--- src/rtl/snoop_dcache_if.sv ---
// Datapath and coherence-bus signals of one snooping data cache.
// The cache takes the slave side; the datapath/controller side is master.
interface snoop_dcache_if;
   logic        dmemREN, dmemWEN, dhit;
   logic [31:0] dmemaddr, dmemstore, dmemload;
   logic        dREN, dWEN, dwait;
   logic [31:0] daddr, dstore, dload;
   logic        ccwrite, cctrans, ccwait, ccinv;
   logic [31:0] ccsnoopaddr;

   modport slave (
      input  dmemREN, dmemWEN, dmemaddr, dmemstore, dload, dwait,
             ccwait, ccinv, ccsnoopaddr,
      output dmemload, dhit, dREN, dWEN, daddr, dstore, ccwrite, cctrans
   );

   modport master (
      output dmemREN, dmemWEN, dmemaddr, dmemstore, dload, dwait,
             ccwait, ccinv, ccsnoopaddr,
      input  dmemload, dhit, dREN, dWEN, daddr, dstore, ccwrite, cctrans
   );
endinterface

--- src/rtl/snoop_dcache.sv ---
// Direct-mapped MSI data cache with two-word blocks and a snoop agent.
// Misses write back an M victim, refetch as S, and stores upgrade via ccwrite.
module snoop_dcache #(
   parameter int SETS = 8
) (
   input logic           CLK,
   input logic           nRST,
   snoop_dcache_if.slave dif
);
   localparam int IW = $clog2(SETS);
   localparam int TW = 29 - IW;

   typedef enum logic [2:0] {IDLE, WB0, WB1, FETCH0, FETCH1, UPGRADE} state_t;
   state_t state, nstate;

   logic [SETS-1:0] valid, dirty;
   logic [TW-1:0]   tags [SETS];
   logic [31:0]     data [SETS][2];

   logic [TW-1:0] rtag, stag;
   logic [IW-1:0] ridx, sidx, sidx_q;
   logic          rhit, whit, victim_m, snp_hit, grant, bus_done;
   logic          ccwait_q, snp_m_q, dhit;
   logic [31:0]   wbdata;
   logic          unused_bits;

   assign rtag     = dif.dmemaddr[31:IW+3];
   assign ridx     = dif.dmemaddr[IW+2:3];
   assign stag     = dif.ccsnoopaddr[31:IW+3];
   assign sidx     = dif.ccsnoopaddr[IW+2:3];
   assign rhit     = valid[ridx] & (tags[ridx] == rtag);
   assign whit     = rhit & dirty[ridx];
   assign victim_m = valid[ridx] & dirty[ridx];
   assign snp_hit  = valid[sidx] & (tags[sidx] == stag);
   assign bus_done = ~dif.dwait;
   // A matching invalidate while we are asking to upgrade is our own grant.
   assign grant    = (state == UPGRADE) & dif.ccinv &
                     (dif.ccsnoopaddr[31:3] == dif.dmemaddr[31:3]);
   assign unused_bits = ^{dif.dmemaddr[1:0], dif.ccsnoopaddr[1:0]};

   always_comb begin
      nstate      = state;
      dhit        = 1'b0;
      dif.dREN    = 1'b0;
      dif.dWEN    = 1'b0;
      dif.ccwrite = 1'b0;
      dif.daddr   = '0;
      wbdata      = '0;
      case (state)
         IDLE: begin
            if (dif.dmemWEN) begin
               if (whit)          dhit   = 1'b1;
               else if (rhit)     nstate = UPGRADE;
               else if (victim_m) nstate = WB0;
               else               nstate = FETCH0;
            end else if (dif.dmemREN) begin
               if (rhit)          dhit   = 1'b1;
               else if (victim_m) nstate = WB0;
               else               nstate = FETCH0;
            end
         end
         WB0: begin
            dif.dWEN  = 1'b1;
            dif.daddr = {tags[ridx], ridx, 3'b000};
            wbdata    = data[ridx][0];
            if (bus_done) nstate = WB1;
         end
         WB1: begin
            dif.dWEN  = 1'b1;
            dif.daddr = {tags[ridx], ridx, 3'b100};
            wbdata    = data[ridx][1];
            if (bus_done) nstate = FETCH0;
         end
         FETCH0: begin
            dif.dREN  = 1'b1;
            dif.daddr = {rtag, ridx, 3'b000};
            if (bus_done) nstate = FETCH1;
         end
         FETCH1: begin
            dif.dREN  = 1'b1;
            dif.daddr = {rtag, ridx, 3'b100};
            if (bus_done) nstate = IDLE;
         end
         UPGRADE: begin
            dif.ccwrite = 1'b1;
            dif.daddr   = {dif.dmemaddr[31:3], 3'b000};
            if (grant)      nstate = IDLE;
            else if (!rhit) nstate = FETCH0;
         end
         default: nstate = IDLE;
      endcase
   end

   assign dif.dhit     = dhit;
   assign dif.dmemload = dhit ? data[ridx][dif.dmemaddr[2]] : '0;
   assign dif.dstore   = dif.ccwait ? data[sidx][dif.ccsnoopaddr[2]] : wbdata;
   assign dif.cctrans  = dif.ccwait & snp_hit & dirty[sidx];

   always_ff @(posedge CLK or negedge nRST) begin
      if (!nRST) begin
         state    <= IDLE;
         valid    <= '0;
         dirty    <= '0;
         ccwait_q <= 1'b0;
         snp_m_q  <= 1'b0;
         sidx_q   <= '0;
         for (int i = 0; i < SETS; i++) begin
            tags[i]    <= '0;
            data[i][0] <= '0;
            data[i][1] <= '0;
         end
      end else begin
         state    <= nstate;
         ccwait_q <= dif.ccwait;
         if (dif.ccwait && !ccwait_q) begin
            sidx_q  <= sidx;
            snp_m_q <= snp_hit & dirty[sidx];
         end
         // Controller has taken the supplied block into memory: M drops to S.
         if (!dif.ccwait && ccwait_q && snp_m_q) dirty[sidx_q] <= 1'b0;
         if (dif.ccinv && !grant && snp_hit) begin
            valid[sidx] <= 1'b0;
            dirty[sidx] <= 1'b0;
         end
         // Later assignments win, so a completing fetch overrides an invalidate.
         case (state)
            IDLE:    if (dhit && dif.dmemWEN) data[ridx][dif.dmemaddr[2]] <= dif.dmemstore;
            WB1:     if (bus_done) dirty[ridx] <= 1'b0;
            FETCH0:  if (bus_done) data[ridx][0] <= dif.dload;
            FETCH1:  if (bus_done) begin
                        data[ridx][1] <= dif.dload;
                        valid[ridx]   <= 1'b1;
                        dirty[ridx]   <= 1'b0;
                        tags[ridx]    <= rtag;
                     end
            UPGRADE: if (grant) dirty[ridx] <= 1'b1;
            default: ;
         endcase
      end
   end
endmodule

--- src/flat_wrapper.sv ---
// flat-port wrapper written by rule: the top's interface ports become plain ports
module snoop_dcache_flat 
#(
   parameter int SETS = 8
)
  (CLK, nRST, dif_dmemREN, dif_dmemWEN, dif_dmemaddr, dif_dmemstore, dif_dload, dif_dwait, dif_ccwait, dif_ccinv, dif_ccsnoopaddr, dif_dmemload, dif_dhit, dif_dREN, dif_dWEN, dif_daddr, dif_dstore, dif_ccwrite, dif_cctrans);
  snoop_dcache_if dif_i ();
  input logic CLK;
  input logic nRST;
  input wire logic [$bits(dif_i.dmemREN)-1:0] dif_dmemREN;
  input wire logic [$bits(dif_i.dmemWEN)-1:0] dif_dmemWEN;
  input wire logic [$bits(dif_i.dmemaddr)-1:0] dif_dmemaddr;
  input wire logic [$bits(dif_i.dmemstore)-1:0] dif_dmemstore;
  input wire logic [$bits(dif_i.dload)-1:0] dif_dload;
  input wire logic [$bits(dif_i.dwait)-1:0] dif_dwait;
  input wire logic [$bits(dif_i.ccwait)-1:0] dif_ccwait;
  input wire logic [$bits(dif_i.ccinv)-1:0] dif_ccinv;
  input wire logic [$bits(dif_i.ccsnoopaddr)-1:0] dif_ccsnoopaddr;
  output wire logic [$bits(dif_i.dmemload)-1:0] dif_dmemload;
  output wire logic [$bits(dif_i.dhit)-1:0] dif_dhit;
  output wire logic [$bits(dif_i.dREN)-1:0] dif_dREN;
  output wire logic [$bits(dif_i.dWEN)-1:0] dif_dWEN;
  output wire logic [$bits(dif_i.daddr)-1:0] dif_daddr;
  output wire logic [$bits(dif_i.dstore)-1:0] dif_dstore;
  output wire logic [$bits(dif_i.ccwrite)-1:0] dif_ccwrite;
  output wire logic [$bits(dif_i.cctrans)-1:0] dif_cctrans;
  assign dif_i.dmemREN = dif_dmemREN;
  assign dif_i.dmemWEN = dif_dmemWEN;
  assign dif_i.dmemaddr = dif_dmemaddr;
  assign dif_i.dmemstore = dif_dmemstore;
  assign dif_i.dload = dif_dload;
  assign dif_i.dwait = dif_dwait;
  assign dif_i.ccwait = dif_ccwait;
  assign dif_i.ccinv = dif_ccinv;
  assign dif_i.ccsnoopaddr = dif_ccsnoopaddr;
  assign dif_dmemload = dif_i.dmemload;
  assign dif_dhit = dif_i.dhit;
  assign dif_dREN = dif_i.dREN;
  assign dif_dWEN = dif_i.dWEN;
  assign dif_daddr = dif_i.daddr;
  assign dif_dstore = dif_i.dstore;
  assign dif_ccwrite = dif_i.ccwrite;
  assign dif_cctrans = dif_i.cctrans;
  snoop_dcache #(.SETS(SETS)) u_core (.CLK(CLK), .nRST(nRST), .dif(dif_i));
endmodule
--- config.mk ---
export PLATFORM = sky130hd
export DESIGN_NAME = snoop_dcache_flat
export DESIGN_NICKNAME = d
export VERILOG_FILES = /design/src/rtl/snoop_dcache_if.sv /design/src/rtl/snoop_dcache.sv /design/src/flat_wrapper.sv
export SDC_FILE = /design/constraint.sdc
export NUM_CORES = 2
export LEC_CHECK = 0
export BUFFER_PORTS_ARGS = -buffer_cell sky130_fd_sc_hd__buf_2
export CORE_UTILIZATION = 25
export DETAILED_ROUTE_END_ITERATION = 7
export PLACE_DENSITY_LB_ADDON = 0.08
export SYNTH_ARGS = -nofsm -noshare
export SYNTH_HDL_FRONTEND = slang
export SYNTH_SLANG_ARGS = --single-unit
--- constraint.sdc ---
create_clock -name CLK -period 5.9 [get_ports CLK]
set_input_delay 1.18 -clock CLK [delete_from_list [all_inputs] [get_ports CLK]]
set_output_delay 1.18 -clock CLK [all_outputs]
set_load 0.02 [all_outputs]
==> flow_metrics.py <==
metrics = {
    "sta": {
        "hold-worst-slack_ns": 0.472,
        "worst_pin_slew_ns": 1.14,
        "hold_viol_final": 0,
        "slew-limit-headroom_pct": 22.9,
        "tns_ns": 0,
        "setup_viol": 0,
        "rsz0062_at_grt": "no",
        "timing.final.crit_share_pct": 97.2,
        "drv_slew": 0,
        "fmax_mhz": 174,
        "period_needed_ns": 5.74,
        "fin_skew_ns": 0.0469,
    },
    "place": {
        "post-dp-hpwl_um": 169000,
        "place_congestion": 0.868,
        "placed_cells": 6951,
        "io_buffers": 229,
    },
    "pwr": {
        "p_leak_nw": 22.1,
        "power.total_mw": 20.4,
        "vdd_ir_drop_max_v": 0.000214,
        "powerDensity_mw_per_mm2": 380,
    },
    "cts": {
        "clock_latency_ns": 0.76,
        "clock_path_buffers": 3,
        "cts.clk_slew.worst_paths_ns": 0.06,
        "ctsResizeCount": 0,
        "cts_tree": "done",
        "cts_buffers": 98,
        "root_buffer": "clkbuf_16",
        "clock-sinks": 744,
        "postCtsSetupRepairBufs": 0,
        "ctsHoldBuffers": 0,
        "htree_levels": 3,
    },
    "layout": {
        "drive_gt1_share_pct": 25.3,
        "area_growth_syn_to_layout_pct": 19.7,
        "multiInputGateArea_mm2": 0.0242,
        "ff_latch_area_mm2": 0.0186,
        "final_cell_mix": "dfrtp_1 (744), o21ai_0 (339), mux2_2 (316), buf_4 (288), a22o_1 (268)",
        "final_common_cell": "dfrtp_1",
        "final_cells": 7136,
        "nets": 4846,
        "fill_cells": 18400,
    },
    "floorplan": {
        "start_util_pct": 25.3,
        "core_area_mm2": 0.177,
        "rows": 154,
        "ios": 236,
        "die_y_um": 425,
        "die_w_um": 425,
        "die_area_mm2": 0.181,
    },
    "global_route": {
        "grt_max_degree": 165,
        "antenna_found_initial": 19,
        "grt_use_total_pct": 27.8,
        "grt_pass1_vias": 41500,
        "grt_first_pass_wirelength_um": 354000,
        "overflow": 0,
    },
    "detailed_routing": {
        "drt_iter0_markers": 4509,
        "drc": 0,
        "viasPerCell": 5.93,
        "via_count": 42300,
        "wirelength_um": 257000,
        "dr.pass1.iters": 6,
        "wire_per_inst_um": 36.1,
        "drtAntennaViolNets": 0,
    },
    "worst_hold_path": {
        "hold_class": "input port to async pin",
    },
    "yosys": {
        "syn-instance-count": 4512,
        "syn_area_per_cell_um2": 9.92,
        "yosysSeqAreaShare_pct": 41.6,
        "async_flop_share_pct": 100,
        "synth_cell_types": 84,
        "synth_area_mm2": 0.0448,
        "synth_seq_cells": 744,
        "synth-main-ff-cell": "dfrtp_1",
        "synth-edff-count": 0,
        "ys_warn_count": 0,
    },
    "setup_path": {
        "path_cells": "buf_6, buf_4, mux4_2, mux2i_1, xnor2_1, nor3_1, nand4_1, a211oi_1, nand4b_1, buf_4, buf_4, nor2_1, buf_2",
        "slowest_delay_ns": 0.42,
        "cp.required_ns": 4.72,
        "worstSetupStartpoint": "dif_dmemaddr[4]",
        "critical_path_class": "input port to primary output",
        "crit_arrival_ns": 4.56,
        "critPathSlowestCell": "nor3_1",
        "r2r-start": "u_core.state[1]",
        "worstSetupStartpointType": "input port",
        "crit_path_max_fanout": 28,
        "r2r_slack_ns": 1.72,
        "path_common_cell": "buf_4",
        "end_kind": "primary output",
    },
    "outcome": {
        "status": "finished, final reports clean",
    },
    "job": {
        "maxCapViolCount": 0,
    },
}
==> through the flow <==
step | utilization (%) | worst slack, ns | cell area, um^2
finish | 30.3 | 0.163 | 53600
CTS | 30.3 | 0.0863 | 53600
floorplan | - | 0.635 | 44800
global route | 30.3 | 0.0775 | 53600
detailed placement | 28.4 | 0.0864 | 50300
global placement | 28.4 | 0.150 | 50300
==> sequential cells by signal, summed over array words and instances (netlist names) <==
signal           flops
u_core.ccwait_q      1
u_core.snp_m_q       1
u_core.dirty         8
u_core.tags        208
u_core.valid         8
u_core.state         3
u_core.sidx_q        3
u_core.data        512
==> Yosys cell counts, drive strengths merged, types with 17 or more instances <==
cell type / count / area share (%)
mux4: 71 / 3.6
xnor2: 46 / 0.90
a21boi: 162 / 2.7
a22oi: 72 / 1.2
o21ai: 467 / 5.3
a221o: 33 / 0.74
a21oi: 146 / 1.8
nand2: 263 / 2.2
o22ai: 248 / 3.5
nand3: 128 / 1.4
dfrtp: 744 / 42
mux2: 317 / 8.0
clkbuf: 310 / 2.6
xor2: 20 / 0.39
nand4: 23 / 0.35
or4: 18 / 0.30
mux2i: 185 / 4.2
o221ai: 28 / 0.55
o211ai: 109 / 2.0
a211oi: 21 / 0.35
a22o: 268 / 5.2
nor2: 222 / 1.9
buf: 162 / 2.2
nor4: 24 / 0.34
inv: 23 / 0.19
a221oi: 49 / 0.97
nor3: 17 / 0.19
a31oi: 175 / 2.4
==> report_power, final <==
| group | leakage (nW) | switching (mW) | internal [mW] |
|---|---|---|---|
| logic | 11.6 | 4.36 | 2.40 |
| clock network | 1.63 | 2.64 | 3.71 |
| registers | 8.81 | 1.08 | 6.18 |
==> critical path: cells and delay by family <==
kind,cells,cell delay [ns]
AO/OA/AOI/OAI,1,0.40
buffers and inverters,5,1.25
multiplexers,2,0.57
AND/OR/NAND/NOR,4,0.99
XOR/XNOR,1,0.13
==> routing by layer <==
metal / share of wire, % / track usage [%] / routed length (um)
met5: 0.013 / 0 / 34
met4: 5.3 / 12.9 / 13600
met3: 5.5 / 4.03 / 14200
met2: 46 / 44.6 / 119000
met1: 43 / 36.7 / 111000
==> logic make-up (layout without fill, tap and decap cells) <==
family                    count (synthesis)  count (layout)  share of synthesized area, %
AOI/OAI and AO/OA                      1853            1853                          28.3
xor gates and xnor gates                 66              66                          1.29
buffers and inverters                   496             773                          5.05
DFF                                     744             744                          41.6
muxes                                   573             573                          15.7
other                                     1               8                       0.00838
and+or+nand+nor                         779             779                          8.05
==> area by class of cell <==
class	instances	share of cell area (%)
well taps	2340	5.46
clock buffers	141	5.27
diodes	6	0.0280
multi-input cells	3273	45.1
flip-flops and latches	744	34.7
clock inverters	38	0.854
repair buffers	570	8.32
inverters	24	0.173
==> worst paths after layout <==
check	endpoint	cells after the start
worst max-delay path	dif_dmemload[9]	13
worst min-delay path	u_core.data[399]	1
worst max register to register	u_core.data[64]	7
worst min register to register	u_core.tags[113]	1
max in group asynchronous	u_core.data[451]	2
min in group CLK	u_core.tags[113]	1
Note: power is estimated with default switching activity, not from simulation.
